==> src/rtl/hacd_reg_arbiter_if.sv <==
// Shared HACD register bus: NUM_REQ requester beats in, one register-file beat out.
// master = requesters and register file; slave = the arbiter between them.
interface hacd_reg_arbiter_if #(
  parameter int unsigned NUM_REQ = 2,
  parameter int unsigned AW      = 32,
  parameter int unsigned DW      = 32
);
  logic [NUM_REQ-1:0]        req_valid;
  logic [NUM_REQ-1:0]        req_write;
  logic [NUM_REQ-1:0]        req_lock;
  logic [NUM_REQ*DW/8-1:0]   req_wstrb;
  logic [NUM_REQ*AW-1:0]     req_addr;
  logic [NUM_REQ*DW-1:0]     req_wdata;
  logic [NUM_REQ-1:0]        req_ready;
  logic [NUM_REQ*DW-1:0]     req_rdata;

  logic                      slv_valid;
  logic                      slv_write;
  logic [DW/8-1:0]           slv_wstrb;
  logic [AW-1:0]             slv_addr;
  logic [DW-1:0]             slv_wdata;
  logic                      slv_ready;
  logic [DW-1:0]             slv_rdata;

  modport master (
    output req_valid, req_write, req_lock, req_wstrb, req_addr, req_wdata,
    input  req_ready, req_rdata,
    input  slv_valid, slv_write, slv_wstrb, slv_addr, slv_wdata,
    output slv_ready, slv_rdata
  );

  modport slave (
    input  req_valid, req_write, req_lock, req_wstrb, req_addr, req_wdata,
    output req_ready, req_rdata,
    output slv_valid, slv_write, slv_wstrb, slv_addr, slv_wdata,
    input  slv_ready, slv_rdata
  );
endinterface

==> src/rtl/hacd_reg_arbiter.sv <==
// Round-robin arbiter sharing the HACD register port between requesters, with a per-beat
// lock so split 64-bit accesses stay atomic, and a watchdog that breaks a stalled lock.
module hacd_reg_arbiter #(
  parameter int unsigned NUM_REQ      = 2,
  parameter int unsigned AW           = 32,
  parameter int unsigned DW           = 32,
  parameter int unsigned LOCK_TIMEOUT = 16,
  localparam int unsigned IW = (NUM_REQ > 1) ? $clog2(NUM_REQ) : 1
) (
  input  logic                  clk_i,
  input  logic                  rst_i,
  hacd_reg_arbiter_if.slave     bus_if,
  output logic [IW-1:0]         gnt_idx_o,
  output logic                  lock_err_o,
  input  logic                  lock_err_clr_i
);
  localparam int unsigned SW = DW / 8;
  localparam int unsigned TW = (LOCK_TIMEOUT > 0) ? $clog2(LOCK_TIMEOUT + 1) : 1;
  localparam logic [TW-1:0] TimerLast = (LOCK_TIMEOUT > 0) ? TW'(LOCK_TIMEOUT - 1) : '0;

  typedef enum logic [1:0] {
    StIdle   = 2'd0,
    StLocked = 2'd1
  } state_e;

  state_e          state_q, state_d;
  logic [IW-1:0]   rr_q, rr_d;
  logic [IW-1:0]   owner_q, owner_d;
  logic [TW-1:0]   timer_q, timer_d;
  logic            lock_err_q, lock_err_d;

  logic [IW-1:0]   sel;
  logic [IW-1:0]   cand;
  logic            sel_hit;
  logic            grant;
  logic            accept;

  function automatic logic [IW-1:0] next_idx(input logic [IW-1:0] idx);
    if (32'(idx) == NUM_REQ - 1) return '0;
    return idx + 1'b1;
  endfunction

  // Candidate selection: owner only while locked, otherwise first valid from rr_q onward.
  always_comb begin
    sel     = rr_q;
    sel_hit = 1'b0;
    cand    = '0;
    case (state_q)
      StLocked: begin
        sel     = owner_q;
        sel_hit = bus_if.req_valid[owner_q];
      end
      default: begin
        for (int unsigned i = 0; i < NUM_REQ; i++) begin
          cand = IW'((32'(rr_q) + i) % NUM_REQ);
          if (!sel_hit && bus_if.req_valid[cand]) begin
            sel     = cand;
            sel_hit = 1'b1;
          end
        end
      end
    endcase
  end

  // Zero-latency pass-through of the selected beat; everything is muted under reset.
  always_comb begin
    grant            = sel_hit & ~rst_i;
    accept           = grant & bus_if.slv_ready;
    gnt_idx_o        = rst_i ? '0 : sel;
    bus_if.slv_valid = grant;
    bus_if.slv_write = grant & bus_if.req_write[sel];
    bus_if.slv_wstrb = grant ? bus_if.req_wstrb[32'(sel)*SW +: SW] : '0;
    bus_if.slv_addr  = grant ? bus_if.req_addr[32'(sel)*AW +: AW] : '0;
    bus_if.slv_wdata = grant ? bus_if.req_wdata[32'(sel)*DW +: DW] : '0;
    bus_if.req_ready = '0;
    bus_if.req_rdata = '0;
    if (!rst_i) begin
      bus_if.req_ready[sel]                = bus_if.slv_ready;
      bus_if.req_rdata[32'(sel)*DW +: DW]  = bus_if.slv_rdata;
    end
  end

  always_comb begin
    state_d    = state_q;
    rr_d       = rr_q;
    owner_d    = owner_q;
    timer_d    = timer_q;
    lock_err_d = lock_err_q & ~lock_err_clr_i;
    case (state_q)
      StIdle: begin
        if (accept) begin
          rr_d = next_idx(sel);
          if (bus_if.req_lock[sel]) begin
            state_d = StLocked;
            owner_d = sel;
            timer_d = '0;
          end
        end
      end
      StLocked: begin
        if (accept) begin
          timer_d = '0;
          if (!bus_if.req_lock[owner_q]) begin
            state_d = StIdle;
            rr_d    = next_idx(owner_q);
          end
        end else begin
          if (timer_q != {TW{1'b1}}) timer_d = timer_q + 1'b1;
          // Fire on the last allowed idle cycle; setting lock_err wins over a same-cycle clear.
          if (LOCK_TIMEOUT != 0 && timer_q == TimerLast) begin
            state_d    = StIdle;
            lock_err_d = 1'b1;
            rr_d       = next_idx(owner_q);
          end
        end
      end
      default: state_d = StIdle;
    endcase
  end

  always_ff @(posedge clk_i or posedge rst_i) begin
    if (rst_i) begin
      state_q    <= StIdle;
      rr_q       <= '0;
      owner_q    <= '0;
      timer_q    <= '0;
      lock_err_q <= 1'b0;
    end else begin
      state_q    <= state_d;
      rr_q       <= rr_d;
      owner_q    <= owner_d;
      timer_q    <= timer_d;
      lock_err_q <= lock_err_d;
    end
  end

  assign lock_err_o = lock_err_q;
endmodule

==> src/flat_wrapper.sv <==
// flat-port wrapper written by rule: the top's interface ports become plain ports
module hacd_reg_arbiter_flat 
#(
  parameter int unsigned NUM_REQ      = 2,
  parameter int unsigned AW           = 32,
  parameter int unsigned DW           = 32,
  parameter int unsigned LOCK_TIMEOUT = 16,
  localparam int unsigned IW = (NUM_REQ > 1) ? $clog2(NUM_REQ) : 1
)
  (clk_i, rst_i, gnt_idx_o, lock_err_o, lock_err_clr_i, bus_if_req_valid, bus_if_req_write, bus_if_req_lock, bus_if_req_wstrb, bus_if_req_addr, bus_if_req_wdata, bus_if_req_ready, bus_if_req_rdata, bus_if_slv_valid, bus_if_slv_write, bus_if_slv_wstrb, bus_if_slv_addr, bus_if_slv_wdata, bus_if_slv_ready, bus_if_slv_rdata);
  hacd_reg_arbiter_if #(.NUM_REQ(NUM_REQ), .AW(AW), .DW(DW)) bus_if_i ();
  input  logic clk_i;
  input  logic rst_i;
  output logic [IW-1:0] gnt_idx_o;
  output logic lock_err_o;
  input  logic lock_err_clr_i;
  input wire logic [$bits(bus_if_i.req_valid)-1:0] bus_if_req_valid;
  input wire logic [$bits(bus_if_i.req_write)-1:0] bus_if_req_write;
  input wire logic [$bits(bus_if_i.req_lock)-1:0] bus_if_req_lock;
  input wire logic [$bits(bus_if_i.req_wstrb)-1:0] bus_if_req_wstrb;
  input wire logic [$bits(bus_if_i.req_addr)-1:0] bus_if_req_addr;
  input wire logic [$bits(bus_if_i.req_wdata)-1:0] bus_if_req_wdata;
  output wire logic [$bits(bus_if_i.req_ready)-1:0] bus_if_req_ready;
  output wire logic [$bits(bus_if_i.req_rdata)-1:0] bus_if_req_rdata;
  output wire logic [$bits(bus_if_i.slv_valid)-1:0] bus_if_slv_valid;
  output wire logic [$bits(bus_if_i.slv_write)-1:0] bus_if_slv_write;
  output wire logic [$bits(bus_if_i.slv_wstrb)-1:0] bus_if_slv_wstrb;
  output wire logic [$bits(bus_if_i.slv_addr)-1:0] bus_if_slv_addr;
  output wire logic [$bits(bus_if_i.slv_wdata)-1:0] bus_if_slv_wdata;
  input wire logic [$bits(bus_if_i.slv_ready)-1:0] bus_if_slv_ready;
  input wire logic [$bits(bus_if_i.slv_rdata)-1:0] bus_if_slv_rdata;
  assign bus_if_i.req_valid = bus_if_req_valid;
  assign bus_if_i.req_write = bus_if_req_write;
  assign bus_if_i.req_lock = bus_if_req_lock;
  assign bus_if_i.req_wstrb = bus_if_req_wstrb;
  assign bus_if_i.req_addr = bus_if_req_addr;
  assign bus_if_i.req_wdata = bus_if_req_wdata;
  assign bus_if_req_ready = bus_if_i.req_ready;
  assign bus_if_req_rdata = bus_if_i.req_rdata;
  assign bus_if_slv_valid = bus_if_i.slv_valid;
  assign bus_if_slv_write = bus_if_i.slv_write;
  assign bus_if_slv_wstrb = bus_if_i.slv_wstrb;
  assign bus_if_slv_addr = bus_if_i.slv_addr;
  assign bus_if_slv_wdata = bus_if_i.slv_wdata;
  assign bus_if_i.slv_ready = bus_if_slv_ready;
  assign bus_if_i.slv_rdata = bus_if_slv_rdata;
  hacd_reg_arbiter #(.NUM_REQ(NUM_REQ), .AW(AW), .DW(DW), .LOCK_TIMEOUT(LOCK_TIMEOUT)) u_core (.clk_i(clk_i), .rst_i(rst_i), .bus_if(bus_if_i), .gnt_idx_o(gnt_idx_o), .lock_err_o(lock_err_o), .lock_err_clr_i(lock_err_clr_i));
endmodule
==> config.mk <==
export PLATFORM = sky130hd
export DESIGN_NAME = hacd_reg_arbiter_flat
export DESIGN_NICKNAME = d
export VERILOG_FILES = /design/src/rtl/hacd_reg_arbiter_if.sv /design/src/rtl/hacd_reg_arbiter.sv /design/src/flat_wrapper.sv
export SDC_FILE = /design/constraint.sdc
export NUM_CORES = 1
export LEC_CHECK = 0
export ABC_AREA = 1
export BUFFER_PORTS_ARGS = -buffer_cell sky130_fd_sc_hd__buf_2
export CORE_AREA = 2 2 124 126
export DETAILED_ROUTE_END_ITERATION = 7
export DIE_AREA = 0 0 126 128
export GPL_TIMING_DRIVEN = 1
export HOLD_SLACK_MARGIN = 0.06
export MAX_ROUTING_LAYER = met4
export PLACE_DENSITY = 0.45
export SYNTH_ARGS = -nofsm -noshare
export SYNTH_HDL_FRONTEND = slang
export SYNTH_SLANG_ARGS = --single-unit
export TNS_END_PERCENT = 30
==> constraint.sdc <==
create_clock -name clk_i -period 2.1 [get_ports clk_i]
set_clock_uncertainty 0.05 [all_clocks]
set_input_delay 0 -clock clk_i [delete_from_list [all_inputs] [get_ports clk_i]]
set_output_delay 0 -clock clk_i [all_outputs]
set_load 0.05 [all_outputs]
## Yosys cells after proc, flatten, opt, wreduce, memory -nomap -nowiden

Cells that the tools add are included.

- Bits in registers: 10
- Bits in latches: 0
- Bits in writable memories: 0
- Bits in read-only memories: 0
- Input port bits: 178
- Output and inout bits: 138
- Logic and storage cells: 105
- Memories kept: 0

- Add/sub/neg operators: 5
- Multipliers: 0
- Divide/modulo/power cells: 0
- Order comparisons: 5
- Equality and inequality tests: 8
- Shifts and indexed selects: 5
- Mux-type cells: 60
- Bitwise gates (word level): 8
- Reduce and logical (&&, ||, !) cells: 9

Operators with widths:

| operator | number |
|---|---|
| indexed part select 64 x 7 -> 32 bit | 2 |
| AND 64 bit | 1 |
| 2-to-1 mux 32 bit | 2 |
| 2-to-1 mux 64 bit | 1 |
| variable shift 32 x 34 -> 64 bit, first input constant | 1 |
| indexed part select 32 x 34 -> 64 bit | 1 |
| 2-to-1 mux 1 bit | 42 |
| negator 6 -> 34 bit | 1 |
| 2-to-1 mux 5 bit | 4 |
| 2-to-1 mux 2 bit | 6 |
| AND reduction 4 bit | 3 |
| case mux 5 bit (2 select lines) | 1 |
| less-than comparator 1 x 2 -> 1 bit, second input constant | 4 |
| indexed part select 8 x 4 -> 4 bit | 1 |
| inequality test 3 x 1 -> 1 bit, second input constant | 2 |
| adder 5 x 1 -> 5 bit, second input constant | 1 |
| equality test 5 x 4 -> 1 bit, second input constant | 1 |
| inequality test 5 bit, second input constant | 1 |
| AND 1 bit | 4 |
| 2-to-1 mux 4 bit | 1 |
| inequality test 2 x 1 -> 1 bit, second input constant | 2 |
| case mux 2 bit (2 select lines) | 1 |
| adder 1 bit, second input constant | 3 |
| inequality test 3 bit, second input constant | 1 |
| other kinds (11) | 13 |

## Depth between registers and ports, before layout

Gate-level depths: netlist of the first run.

- Depth in word-level cells: 16
- Mapped depth: 10
- Gate-level depth less buffers: 10

## Least setup slack after synthesis of the first run

No wires, ideal clock.

- Kind: register to output
- From: reg u_core.state_q[0]
- To: out bus_if_req_rdata[33]
- Arrival time: 2031 ps
- Data required time: 2050 ps
- Setup slack: 19 ps
- Stages on the path, launching flop included: 9
- Buffers on the path: 1
- Cell sequence: dfrtp_1 -> a21oi_1 -> nand2_2 -> nand2_4 -> inv_4 -> nor2_4 -> inv_2 -> buf_6 -> nor2_1

- Longest elaborated chain between the ends: 6
- Elaborated cells on any way between the ends: 7
- Classes of those cells: 1 x add/sub; 1 x eq/ne; 2 x shift; 2 x mux; 1 x bitwise

RTL lines:

| element | line | source |
|---|---|---|
| from (decl) | hacd_reg_arbiter.sv:26 | `state_e state_q, state_d;` |
| from (signal assigned) | hacd_reg_arbiter.sv:123 | `state_q <= StIdle;` |
| from (signal assigned) | hacd_reg_arbiter.sv:129 | `state_q <= state_d;` |
| equality test 2 x 1 -> 1 bit * | n/a |  |
| 2-to-1 mux 1 bit * | hacd_reg_arbiter.sv:48 | `case (state_q)` |
| negator 6 -> 34 bit * | hacd_reg_arbiter.sv:79 | `bus_if.req_rdata[32'(sel)*DW +: DW] = bus_if.slv_rdata;` |
| indexed part select 32 x 34 -> 64 bit / variable shift 32 x 34 -> 64 bit (equally long branches) | hacd_reg_arbiter.sv:79 |  |
| AND 64 bit (no line) * | n/a |  |
| 2-to-1 mux 64 bit * | hacd_reg_arbiter.sv:77 | `if (!rst_i) begin` |
| to (decl) | flat_wrapper.sv:24 | `output wire logic [$bits(bus_if_i.req_rdata)-1:0] bus_if_req_rdata;` |

Mark *: on every way between the ends. The rest lies on a longest branch, timed or not.

## Final worst setup path of the first run

- From: reg u_core.state_q[0]
- To: out bus_if_req_rdata[48]

Same word-level chain as after synthesis.

==> run summary, run 1 <==
Compared with the post-synthesis result, the final layout area differs by 94.4%. The tools report the detailed-placement wirelength estimate as 8770 um. In this run the deepest clock path goes through 2 buffers. Headroom to the max-slew limit came out at 77.1%.

Setup repair after global routing left no endpoint under its margin. For this design the ratio of total power to cell area is 1390 mW/mm^2. The synthesized instance count was 416; the synthesis-stage register bit count was 9. Worst hold path endpoint: u_core.state_q[0]. The aggregate routed wire length was 11,100 um. The setup check on the worst reg-to-reg path leaves a slack of 0.45 ns.

The initial detailed-routing violation count came out at 201. The cell family contributing the most delay on the critical path is buffers and inverters. The count of buffers added on input and output ports is 315. The clock net sink count is 9, and the final net count is 902.

For the die footprint, the log shows 0.0161 sq mm. The peak fanout along the critical path was 18. Routability-driven placement finished with a final weighted congestion of 0.754.

From bottom edge to top edge, the die measures 128 um. Measured on the finished design, the core utilization comes to 26.5%. Data arrives at the worst endpoint at 1.91 ns.

The clock latency at the later pin of the worst-skew pair was 0.24 ns. The smallest clock period supported by the final layout is computed as 1.96 ns. The number of antenna diodes in the final layout is 0.

The core region is 0.0149 sq mm. The depth of the critical timing path with buffers and inverters included is 9, and the per-cell via count in the routed design is 3.91. CTS placed an instance of sky130_fd_sc_hd__clkbuf_16 at the clock tree root.

Summing over every cut layer, the via total after detailed routing is 3,553. Number of maximum-capacitance constraint violations: 0. The buffer and inverter count on the worst path came out at 4. The tools report the terminus of the critical flop-to-flop path as u_core.timer_q[2]. Measured in cells, the most critical reg-to-reg path has a length of 9. The path class of the lowest-slack min-delay path is in2reg. For this block, wires on met1 add up to 4610 um. The maximum clock frequency is 509 MHz, and the transition time at the pin with the least slew margin is 0.342 ns.

Sequential cells were found to cover 11.1% of the synthesized design area. The worst setup path is captured at a primary output. TritonCTS created 3 clock buffers. In the detailed route, the total length drawn on met2 is 5620 um. Of the available clock period, the critical path in the final layout requires 93.5%. The maximum VDD drop came out at 0.000494 V. In this run the static leakage power is 2.57 nW. Counting instances, the worst hold path has a depth of 5. Signal routing reaches up to met4. The first global-routing pass estimated 15,200 um of wire. The top-level port count is 316, and the fraction of final layout cells sized beyond drive strength 1 is 49.9%. The biggest area contributor in the post-synthesis netlist is sky130_fd_sc_hd__nor2_1. Summed over all failing endpoints, the final setup total negative slack is 0 ns. The longest individual stage delay on the worst path was 0.44 ns. In the post-synthesis netlist, the biggest area contributors are sky130_fd_sc_hd__nor2_1, sky130_fd_sc_hd__o21ai_0, sky130_fd_sc_hd__dfrtp_1. The first TritonRoute pass finished after 6 iterations.

The routed design uses 744 um of met3 wire. Startpoint of the tightest hold check path: bus_if_req_lock[1]. The mean area per synthesized cell is 4.87 sq um, and the horizontal die dimension is 126 um.

The net count of the mapped netlist is 597, and the data required time at the worst endpoint is 2.05 ns. In this run the biggest area consumer among cell types represents 34.3% of the synthesized area. The clock transition at the register clock pins on the worst setup and hold paths after CTS works out to 0.04 ns.

Walking the worst path, the cells encountered are a21oi_1, nand2_2, nand2_4, inv_4, nor2_4, inv_2, buf_4, nor2_2, buf_2. The logs give 2,905 for the via count of the first global-routing pass and 0 for the count of pins over their slew limit. The cell area that synthesis handed to floorplanning was 0.00203 sq mm.

For the global route total overflow, the log shows 0. Once the floorplan was initialized, standard cells occupied 13.6% of the core. The number of levels in the clock H-tree was 1; the count of nets left with antenna violations after detail routing was 0. The slowest library cell on the worst path is sky130_fd_sc_hd__dfrtp_1. TritonCTS built the clock tree. The number of antenna violations at the first check in global routing was 0. The run gives 0 as the hold violation count in the final report.

Startpoint class of the critical path: a flop. The number of setup buffers added after CTS is 0. Number of warning messages in the yosys log: 0.

The reg-to-reg startpoint is u_core.state_q[0]. The total routing usage reported by global routing is 11.7%, and the remaining design rule violation count is 0. The run finished with clean final reports.

The worst setup path is of the reg2out kind. Yosys mapped the design onto 24 distinct sky130hd cell types. The maximum number of pins on one net before global-route repair was 71; the number of cell rows was 45. The average wire length per cell after detail routing was 12.2 um; the final setup violation count was 0.
power breakdown:
group	total (W)	internal, W	leakage [nW]	switching (W)
clock	0.000338	0.000254	0.0382	0.0000837
sequential	0.000314	0.000248	0.113	0.0000666
combinational	0.00481	0.00110	2.42	0.00371
logic make-up after synthesis:
logic type	count (synthesis)	share of synthesized area, %
simple gates	255	52.0
compound gates	75	18.7
buf+inv	73	15.9
flops	9	11.1
fa+ha+maj	3	1.85
xor+xnor	1	0.432
metal layers:
metal | vias up | GRT usage, %
li1 | 1879 | -
met2 | 185 | 20.6
met5 | - | -
met3 | 8 | 0.960
met4 | 0 | 1.87
met1 | 1481 | 14.9
layout by cell type (no fill, tap or decap), drive strengths merged:
cell and n:
buf 316, nor2 206, o21ai 73, inv 46
nand2 36, clkbuf 13, nand3 10, dfrtp 9
ha 3, dlygate4sd3 2, a21oi 2, nor3 1
or2 1, nand4 1, xor2 1
state kept, by name, summed over array words and instances, names as in the netlist:
register,cells
u_core.timer_q,5
u_core.lock_err_o,1
u_core.owner_q,1
u_core.rr_q,1
u_core.state_q,1
metrics by stage:
step           cells  hold slack [ns]  worst slack [ns]  area (sq um)  total power, W
2_1_floorplan    416           -0.182            0.0195          2030         0.00397
3_3_place_gp     901          -0.0799             0.331          3800         0.00515
3_5_place_dp     901          -0.0904             0.364          3800         0.00512
4_1_cts          907            0.126             0.105          3890         0.00547
5_1_grt          908            0.172          0.000717          3940         0.00582
6_report         908            0.129             0.136          3940         0.00546
cell type report:
type / instances / area [sq um]
Clock buffer: 4 / 78.8
Fill cell: 1721 / 10900
Inverter: 46 / 175
Multi-Input combinational cell: 334 / 1480
Sequential cell: 9 / 225
Tap cell: 188 / 235
Timing Repair Buffer: 327 / 1750
timing repair:
item / CTS / global route
resized for setup: 0 / 8
endpoints found under the hold margin: 10 / 0
hold buffers: 2 / 0
endpoints found under the setup margin: 0 / 36
cell usage after synthesis, drive strengths merged:
| cell type | n |
|---|---|
| xor2 | 1 |
| o21ai | 73 |
| nand4 | 1 |
| inv | 46 |
| nand2 | 36 |
| dfrtp | 9 |
| nor3 | 1 |
| nor2 | 206 |
| nand3 | 10 |
| a21oi | 2 |
| clkbuf | 11 |
| ha | 3 |
| or2 | 1 |
| buf | 16 |
worst register-to-register path: stages (launching register included):
cell and delay [ns]:
sky130_fd_sc_hd__dfrtp_1 0.44, sky130_fd_sc_hd__a21oi_1 0.17, sky130_fd_sc_hd__nand2_2 0.10, sky130_fd_sc_hd__nand2_4 0.10, sky130_fd_sc_hd__buf_12 0.22, sky130_fd_sc_hd__nand2_1 0.11, sky130_fd_sc_hd__nand3_1 0.08, sky130_fd_sc_hd__nand2_1 0.14
sky130_fd_sc_hd__nand2_1 0.09, sky130_fd_sc_hd__nand2_1 0.05
how the worst max path moves through the flow:
stage,end,startpoint,slack (ns)
floorplan,bus_if_req_rdata[33],u_core.state_q[0],0.02
global placement,bus_if_slv_wdata[27],u_core.state_q[0],0.33
detailed placement,bus_if_slv_wdata[27],u_core.state_q[0],0.36
CTS,bus_if_slv_wdata[27],u_core.state_q[0],0.11
global route,bus_if_req_rdata[47],u_core.state_q[0],0.0007
finish,bus_if_req_rdata[48],u_core.state_q[0],0.14
Power figures use the tool's default switching activity.
==> run 2: changes to the inputs <==
Settings changed: MAX_ROUTING_LAYER met4 to not set.
==> run 2 against run 1 <==
- combinational power about the same
- routed wire length decreased by 0.14%
- via count shrank 0.53%
- register-to-register slack about the same
- fmax barely moved
- sequential power about the same
- flip-flop and latch count unchanged
- die area unchanged
- largest cell class unchanged
- highest routed layer unchanged
==> run summary, run 2 (synthesized netlist as in run 1, its figures left out) <==
In this run the worst path has a maximum fanout of 18. The most critical setup path has its startpoint at u_core.state_q[0]. The worst pin sits at a relative slew slack of 76.7%. The aggregate routed wire length was 11,100 um. More flip-flops sit in one register than any other, and that register is u_core.timer_q. The data required time at the worst endpoint came out at 2.05 ns.

The register with the most flip-flops in the layout has 5 of them. The run finished with clean final reports. The maximum VDD drop was 0.000494 V. For the multi-input combinational cell area, the log shows 0.00148 sq mm.

The die footprint was 0.0161 sq mm; the final critical-path share of the clock period was 93.6%. Reg-to-reg startpoint: u_core.state_q[0]. Setup repair after global routing left no endpoint under its margin.

Registers take 225 sq um. For the maximum number of pins on one net before global-route repair, the log shows 71. The tools report the startpoint of the tightest hold check path as bus_if_req_lock[1]. The clock transition at the register clock pins on the worst setup and hold paths after CTS was 0.04 ns. The area growth from synthesis to layout is 94.4%.

Timing would allow up to 509 MHz. The run gives 0.00160 W as the cell-internal power. The number of standard cells in the final layout excluding fillers was 908.

The logs give 1,721 for the number of fill cells in the layout and 45 for the number of cell rows. The tightest min-delay check is of the in2reg type. The top cell types in the final layout, fill and taps aside, are sky130_fd_sc_hd__buf_2, sky130_fd_sc_hd__nor2_1, sky130_fd_sc_hd__o21ai_0. The run gives 3 as the number of buffers created by CTS. The tools report the share of total power in sequential cells as 5.8%. The first global-routing pass estimated 15,200 um of wire.

Measured along the x axis, the die boundary spans 126 um. The run gives 0 as the global route total overflow. Leaving out fill and tap cells, the most frequent cell in the layout is sky130_fd_sc_hd__buf_2. The number of levels in the clock H-tree was 1; the cell total after placement was 901.

The critical path is of the reg2out type. On the critical path, the stage with the largest delay is an instance of sky130_fd_sc_hd__dfrtp_1. The clock latency at the later pin of the worst-skew pair was 0.24 ns; the switching power as a share of total power was 70.6%.

The combinational cell fraction of total power is 88.0%. For this run, the slowest stage of the critical path takes 0.44 ns. TritonCTS built the clock tree.

For the final routed database, the setup TNS stands at 0 ns. Dividing the detail-routed wire length by the instance count gives 12.2 um. The number of antenna diodes in the final layout is 0.

The worst reg-to-reg setup slack is 0.45 ns. The first TritonRoute pass finished after 4 iterations. Setup violations remaining at the end of the flow were counted as 0. At the end of the flow, the number of nets in the layout was 902.

The initial standard-cell utilization of the core was 13.6%. The tool flagged a number of max-cap violations equal to 0. The minimum period implied by the final worst setup slack was 1.96 ns.

For the hold violation count in the final report, the log shows 0. Across every metal layer, demand over resource in global routing totals 11.3%. At the pin with the least slew margin, the transition time is 0.347 ns. Clock tree synthesis selected as its root buffer the cell sky130_fd_sc_hd__clkbuf_16. In this run the standard cell core region covers 0.0149 sq mm.

The dominant delay contributor by cell family on the critical path is buffers and inverters. The signal on the critical path passes through a21oi_1, nand2_2, nand2_4, inv_4, nor2_4, inv_2, buf_4, nor2_2, buf_2. The global placer's final weighted congestion is 0.745.

In this run the power spent charging and discharging nets is 0.00385 W. Of the total power, the clock network draws 6.2%. The clock passes through at most 2 buffers. Together, buffers and inverters on the worst path number 4. In this run the vertical extent of the chip is 128 um. The tools report the endpoint type of the worst setup path as a primary output. Dividing total power by cell area gives a power density of 1390 mW/mm^2.

Detailed placement ended at an HPWL of 8770 um. Using the TritonRoute via totals, the vias-per-cell ratio works out to 3.89. The number of antenna violations at the first check in global routing is 0.

Critical path data arrival time: 1.91 ns. Input and output buffers added on the ports amount to 315. The tools report the startpoint class of the critical path as a flop. The final route contains 3,534 vias. The tree built by TritonCTS fans out to 9 sinks.

After detailed routing, the number of remaining DRC violations is 0. The fraction of final layout cells sized beyond drive strength 1 was 49.9%; the via count of the first global-routing pass was 2,899. Once detail routing completed, the nets flagged for antenna violations numbered 0. The run gives 0 as the count of pins over their slew limit. For this design the static power due to leakage is 2.57 nW. For the top-level port count, the log shows 316. After the first detailed-routing iteration, the DRC count stood at 192.
-- run 2: cell counts in the layout (fill, tap and decap cells not counted) --
Identical to the previous run, type by type.
-- run 2: power groups by stage --
stage	Clock, W	Sequential (W)	Combinational [W]
5_1_grt	0.000354	0.000324	0.00514
3_5_place_dp	0	0.000315	0.00480
2_1_floorplan	0	0.000308	0.00366
3_3_place_gp	0	0.000318	0.00484
4_1_cts	0.000346	0.000314	0.00481
6_report	0.000338	0.000315	0.00481
-- run 2: routing by layer --
layer | up-vias | GRT usage, % | part of all wire [%]
met5 | - | 0 | 0
met4 | 0 | 1.87 | 0.71
met3 | 6 | 1.17 | 6.9
met2 | 179 | 20.6 | 51
met1 | 1470 | 14.7 | 41
li1 | 1879 | - | -
-- run 2: area by class of cell --
cell class                      instances  share of cell area, %
Multi-Input combinational cell        334                   37.5
Tap cell                              188                   5.97
Sequential cell                         9                   5.72
Timing Repair Buffer                  327                   44.3
Clock buffer                            4                   2.00
Inverter                               46                   4.45
-- run 2: per-stage QoR --
step | total power [W] | hold slack, ns | util, % | instance area (sq um) | worst slack, ns
3_3_place_gp | 0.00515 | -0.0799 | 25.5 | 3800 | 0.331
6_report | 0.00546 | 0.122 | 26.5 | 3940 | 0.135
2_1_floorplan | 0.00397 | -0.182 | - | 2030 | 0.0195
3_5_place_dp | 0.00512 | -0.0904 | 25.5 | 3800 | 0.364
5_1_grt | 0.00582 | 0.172 | 26.5 | 3940 | 0.000720
4_1_cts | 0.00547 | 0.126 | 26.2 | 3890 | 0.105
-- run 2: worst reg2reg max path, cell delays in order (launching register included) --
cell and delay, ns:
sky130_fd_sc_hd__dfrtp_1 0.44, sky130_fd_sc_hd__a21oi_1 0.17, sky130_fd_sc_hd__nand2_2 0.10, sky130_fd_sc_hd__nand2_4 0.10, sky130_fd_sc_hd__buf_12 0.21, sky130_fd_sc_hd__nand2_1 0.10, sky130_fd_sc_hd__nand3_1 0.08, sky130_fd_sc_hd__nand2_1 0.14
sky130_fd_sc_hd__nand2_1 0.09, sky130_fd_sc_hd__nand2_1 0.05
-- run 2: worst paths after layout --
kind                                         to  depth (start not counted)
setup / recovery           bus_if_req_rdata[48]                          9
hold / removal                u_core.state_q[0]                          5
setup reg to reg              u_core.timer_q[2]                          9
hold reg to reg               u_core.timer_q[3]                          2
max in group asynchronous     u_core.timer_q[0]                          4
min in group asynchronous     u_core.timer_q[4]                          3
-- run 2: timing repair --
| item | 4_1_cts | 5_1_grt |
|---|---|---|
| hold buffers | 2 | 0 |
| setup endpoints to repair | 0 | 38 |
| hold endpoints to repair | 10 | 0 |
| buffers inserted | 0 | 0 |
| resized for setup | 0 | 8 |
